File: src/rtl/rstack_pkg.sv
// Shared constants and operation decode for the return-address stack controller.
package rstack_pkg;

    localparam int RSTACK_WIDTH = 13;
    localparam int RSTACK_AW    = 4;
    localparam int RSTACK_DEPTH = 16;

    typedef enum logic [2:0] {
        OP_IDLE,
        OP_CLEAR,
        OP_PUSH,
        OP_POP,
        OP_REPLACE
    } rstack_op_e;

    // A push+pop on an empty stack degrades to a plain push; clear wins over everything.
    function automatic rstack_op_e rstack_decode(input logic clear, input logic push,
                                                 input logic pop, input logic empty);
        if (clear)                  return OP_CLEAR;
        if (push && pop && !empty)  return OP_REPLACE;
        if (push)                   return OP_PUSH;
        if (pop)                    return OP_POP;
        return OP_IDLE;
    endfunction

endpackage

File: src/rtl/rstack_ctrl.sv
// Return-address stack controller driving an external 16xWIDTH RAM (sync write, async read).
// Define RSTACK_GUARD_EN to block overflow/underflow and raise sticky error flags.
module rstack_ctrl
    import rstack_pkg::*;
#(
    parameter int WIDTH = RSTACK_WIDTH,
    parameter int AW    = RSTACK_AW
) (
    input  logic             clk,
    input  logic             reset,
    input  logic             clear,
    input  logic             push,
    input  logic             pop,
    input  logic [WIDTH-1:0] push_data,
    output logic [WIDTH-1:0] tos,
    output logic [AW:0]      depth,
    output logic             empty,
    output logic             full,
    output logic             overflow,
    output logic             underflow,
    output logic [AW-1:0]    ram_wad,
    output logic [AW-1:0]    ram_rad,
    output logic             ram_wre,
    output logic [WIDTH-1:0] ram_di,
    input  logic [WIDTH-1:0] ram_dout
);

`ifdef RSTACK_GUARD_EN
    localparam bit GUARD = 1'b1;
`else
    localparam bit GUARD = 1'b0;
`endif

    localparam logic [AW:0] FULL_CNT = (AW+1)'(1 << AW);

    logic [AW-1:0] sp_q, sp_d;
    logic [AW:0]   depth_q, depth_d;
    logic          is_empty, is_full;
    logic          wre_c;
    rstack_op_e    op;

    assign is_empty = (depth_q == '0);
    assign is_full  = (depth_q == FULL_CNT);
    assign op       = rstack_decode(clear, push, pop, is_empty);

    always_comb begin
        sp_d    = sp_q;
        depth_d = depth_q;
        wre_c   = 1'b0;
        ram_wad = sp_q;
        ram_di  = push_data;
        case (op)
            OP_CLEAR: begin
                sp_d    = '0;
                depth_d = '0;
            end
            OP_REPLACE: begin
                wre_c   = 1'b1;
                ram_wad = sp_q - AW'(1);
            end
            OP_PUSH: begin
                // Unguarded push on a full stack wraps onto the oldest entry.
                if (!is_full || !GUARD) begin
                    wre_c = 1'b1;
                    sp_d  = sp_q + AW'(1);
                end
                if (!is_full) depth_d = depth_q + (AW+1)'(1);
            end
            OP_POP: begin
                if (!is_empty || !GUARD) sp_d = sp_q - AW'(1);
                if (!is_empty) depth_d = depth_q - (AW+1)'(1);
            end
            default: ;
        endcase
    end

    always_ff @(posedge clk) begin
        if (reset) begin
            sp_q    <= '0;
            depth_q <= '0;
        end else begin
            sp_q    <= sp_d;
            depth_q <= depth_d;
        end
    end

`ifdef RSTACK_GUARD_EN
    logic ovf_q, ovf_d, unf_q, unf_d;

    always_comb begin
        ovf_d = ovf_q | (op == OP_PUSH && is_full);
        unf_d = unf_q | (op == OP_POP && is_empty);
        if (op == OP_CLEAR) begin
            ovf_d = 1'b0;
            unf_d = 1'b0;
        end
    end

    always_ff @(posedge clk) begin
        if (reset) begin
            ovf_q <= 1'b0;
            unf_q <= 1'b0;
        end else begin
            ovf_q <= ovf_d;
            unf_q <= unf_d;
        end
    end

    assign overflow  = ovf_q;
    assign underflow = unf_q;
`else
    assign overflow  = 1'b0;
    assign underflow = 1'b0;
`endif

    assign ram_wre = wre_c & ~reset;
    assign ram_rad = sp_q - AW'(1);
    assign tos     = ram_dout;
    assign depth   = depth_q;
    assign empty   = is_empty;
    assign full    = is_full;

endmodule

File: config.mk
export PLATFORM = sky130hd
export DESIGN_NAME = rstack_ctrl
export DESIGN_NICKNAME = d
export VERILOG_FILES = /design/src/rtl/rstack_pkg.sv /design/src/rtl/rstack_ctrl.sv
export SDC_FILE = /design/constraint.sdc
export NUM_CORES = 1
export LEC_CHECK = 0
export ABC_AREA = 1
export BUFFER_PORTS_ARGS = -buffer_cell sky130_fd_sc_hd__buf_2
export CORE_ASPECT_RATIO = 1.75
export CORE_UTILIZATION = 40
export CTS_CLUSTER_DIAMETER = 150
export DETAILED_ROUTE_END_ITERATION = 7
export PLACE_DENSITY = 0.8
export SKIP_LAST_GASP = 1
export SLEW_MARGIN = 20
export SYNTH_ARGS = -nofsm -noshare
export SYNTH_HDL_FRONTEND = slang
export SYNTH_SLANG_ARGS = --single-unit
File: constraint.sdc
create_clock -name clk -period 1.6 [get_ports clk]
set_input_delay 0.08 -clock clk [delete_from_list [all_inputs] [get_ports clk]]
set_output_delay 0.08 -clock clk [all_outputs]
set_load 0.02 [all_outputs]
==> impl_results.md <==
* Status: finished, final reports clean
* Min-delay src: reset
* Power Dens Cells at 795 nW/um^2
* # H-tree levels at 1
* TritonCTS clock tree: done
* Routed WL per cell at roughly 12 um
* FMAX at about 660 MHz
* Die Area at 2700 um^2
* Worst R2R Start: depth[1]
* Cell area after layout at 1040 um^2
* Crit end category: output pin
* Clock Latency Late Sink at approximately 240 ps
* CP Data Arrival Time at 1440 ps
* Die height at 68.0 um
* Worst r2r path cells at 13
* Met3 Wirelength at between 150 and 200 um
* Area after DPL at 973 um^2
* R2R Setup Slk at 160 ps
* Total Power at 0.826 mW
* Maximum number of pins on one net before global-route repair at 8
* WS Path Type: reg2out
* Sequential element share of the synthesized area at a little under a fifth
* Initial antenna violation count at 0
* Hold Vio Cnt, Final at 0
* RSZ-0062 raised after global routing: true
* Maximum root-to-sink buffer count at 2
* Post-CTS Setup Inserts at 0
* 1st-iter DRT viols at 21
* Synth warnings at 0
* Critical Path RT at 1520 ps
* Highest metal used: met4
* Core Area at 2330 um^2
* Final #Nets at 199
* ANT cells at 0
* FP Rows at 23
* Vias in the first global route at around 850
* Most frequent cells in the layout: 34 x nand2_1, 23 x inv_1, 20 x buf_2
* Final Critical Period at 1520 ps
* First-pass GRT wire length at roughly 3400 um
* Final Cycle Share at 94.7%
* Via count at roughly 920
* Max-cap viol count at 0
* Commonest non-fill, non-tap cell in the layout: nand2_1
* ANT nets after route at 0
* Clk root buf: clkbuf_8
* Cell count after synthesis at 159
* Vias per cell at 4.87
* Ratio of cells with drive above 1 in the final layout at 28.8%
* CTS sink cnt at 9
* Synth Cell Area at around 1000 um^2
* Area delta synth->final at 4.40%
* Worst hold stages at 2
* Util after Layout at 44.6%
* Met2 WL at 1120 um
* Fin Clk Skew at 3.36 ps
* Hold Path End: depth[1]
* # setup viols final at 0
* Ports at 75
* Startpoint Class: register
* Gp weighted congestion at roughly 0.93
* Count of input and output buffers at 20
* Gr usage total at 18.5%
* GRT overflow at 0
* Detail Placement HPWL at 1730 um
* TritonCTS buffer count at 3
* Syn avg cell area at 6.26 um^2
* Static Leak at roughly 0.58 nW
* Setup TNS at 0 ps
* Clock Pin Slew Worst Setup and Hold Paths at 40 ps
* Routed WL at between 2000 and 2500 um
* Worst min path class: in2reg
* Initial Utilization at 42.7%
* Die W at 39.7 um
* Slew Limit Fails at 0
* Peak VDD IR at approximately 520 uV
* Number of remaining DRC errors at 0
* Post-synthesis register bit count at 9
* R2r endpoint: depth[4]
* Synth cell types at 22
* Filler cell count at roughly 260
* DRT Pass-1 Iters at 4
* Met1 Wirelength at between 700 and 800 um
* Crit path max fanout at 7
[how the worst max path moves through the flow]
| stage | start | endpoint | slack [ps] | depth (start not counted) |
|---|---|---|---|---|
| final | depth[1] | ram_wad[1] | 80 | 7 |
| after global routing | depth[1] | ram_wad[1] | -10 | 7 |
| after CTS | sp_q[0] | ram_wad[2] | 3 | 7 |
| after detailed placement | depth[1] | depth[4] | 140 | 12 |
| after global placement | depth[1] | depth[4] | 170 | 12 |
| after floorplan | sp_q[0] | ram_wad[3] | 100 | 5 |
[cell usage after synthesis]
master | number | area, um^2
dfxtp_1 | 9 | 180
o221ai_1 | 1 | 8.76
nand2_2 | 2 | 12.5
xnor2_1 | 2 | 17.5
inv_1 | 23 | 86.3
nand2_1 | 34 | 128
nand3_1 | 6 | 30.0
ha_1 | 4 | 50.1
nor3_1 | 1 | 5.00
nand3_2 | 3 | 30.0
a21oi_1 | 6 | 30.0
or2_1 | 1 | 6.26
buf_4 | 28 | 210
o21ai_0 | 7 | 35.0
conb_1 | 1 | 3.75
nand4_1 | 3 | 18.8
nand3b_1 | 1 | 7.51
nor2_2 | 1 | 6.26
o211ai_1 | 2 | 15.0
nor2_1 | 15 | 56.3
inv_2 | 4 | 15.0
xor2_1 | 5 | 43.8
[critical path, cell delays in order (launching register included)]
cell	delay [ps]
dfxtp_4	350
nor2_2	140
nand3_2	120
nand2_2	90
nor2_1	40
buf_4	150
o21ai_0	120
buf_2	180
[power by group]
| part | switching, mW | total, mW | internal, mW |
|---|---|---|---|
| clock | 0.0947 | 0.269 | 0.174 |
| sequential | 0.0151 | 0.256 | 0.241 |
| combinational | 0.195 | 0.302 | 0.107 |
[per-stage QoR]
| stage | hold WS (ps) | setup slack (ps) | instances |
|---|---|---|---|
| CTS | 115 | 3.31 | 188 |
| detailed placement | 160 | 138 | 184 |
| finish | 116 | 84.6 | 188 |
| global placement | 160 | 171 | 184 |
| floorplan | 149 | 97.5 | 160 |
| global route | 126 | -13.3 | 188 |
[cells by family after synthesis]
logic type                 after synthesis  share of synthesized area [%]
other                                    1                          0.377
adders and majority gates                4                           5.03
xor gates and xnor gates                 7                           6.16
buffers and inverters                   55                           31.3
and+or+nand+nor                         67                           30.2
DFF                                      9                           18.1
AOI/OAI and AO/OA                       16                           8.92
[metal layers]
metal | track usage (%) | up-vias
met5 | 0 | -
met4 | 17.7 | 0
met3 | 4.22 | 20
met2 | 31.8 | 36
met1 | 16.2 | 389
li1 | - | 471
[final cells by class]
class	instances	area, um^2	area share, %
clock buffers	4	45.0	4.33
flip-flops and latches	9	186	17.9
well taps	25	31.3	3.01
inverters	27	101	9.75
multi-input cells	96	523	50.3
repair buffers	27	153	14.7
[flip-flops by register name (all words and copies together) (netlist names)]
signal,flops
depth,5
sp_q,4
[repair_timing]
| action | CTS | global route |
|---|---|---|
| hold buffers | 0 | 0 |
| gates resized for setup | 1 | 8 |
| setup endpoints to repair | 1 | 6 |
Power figures use the tool's default switching activity.
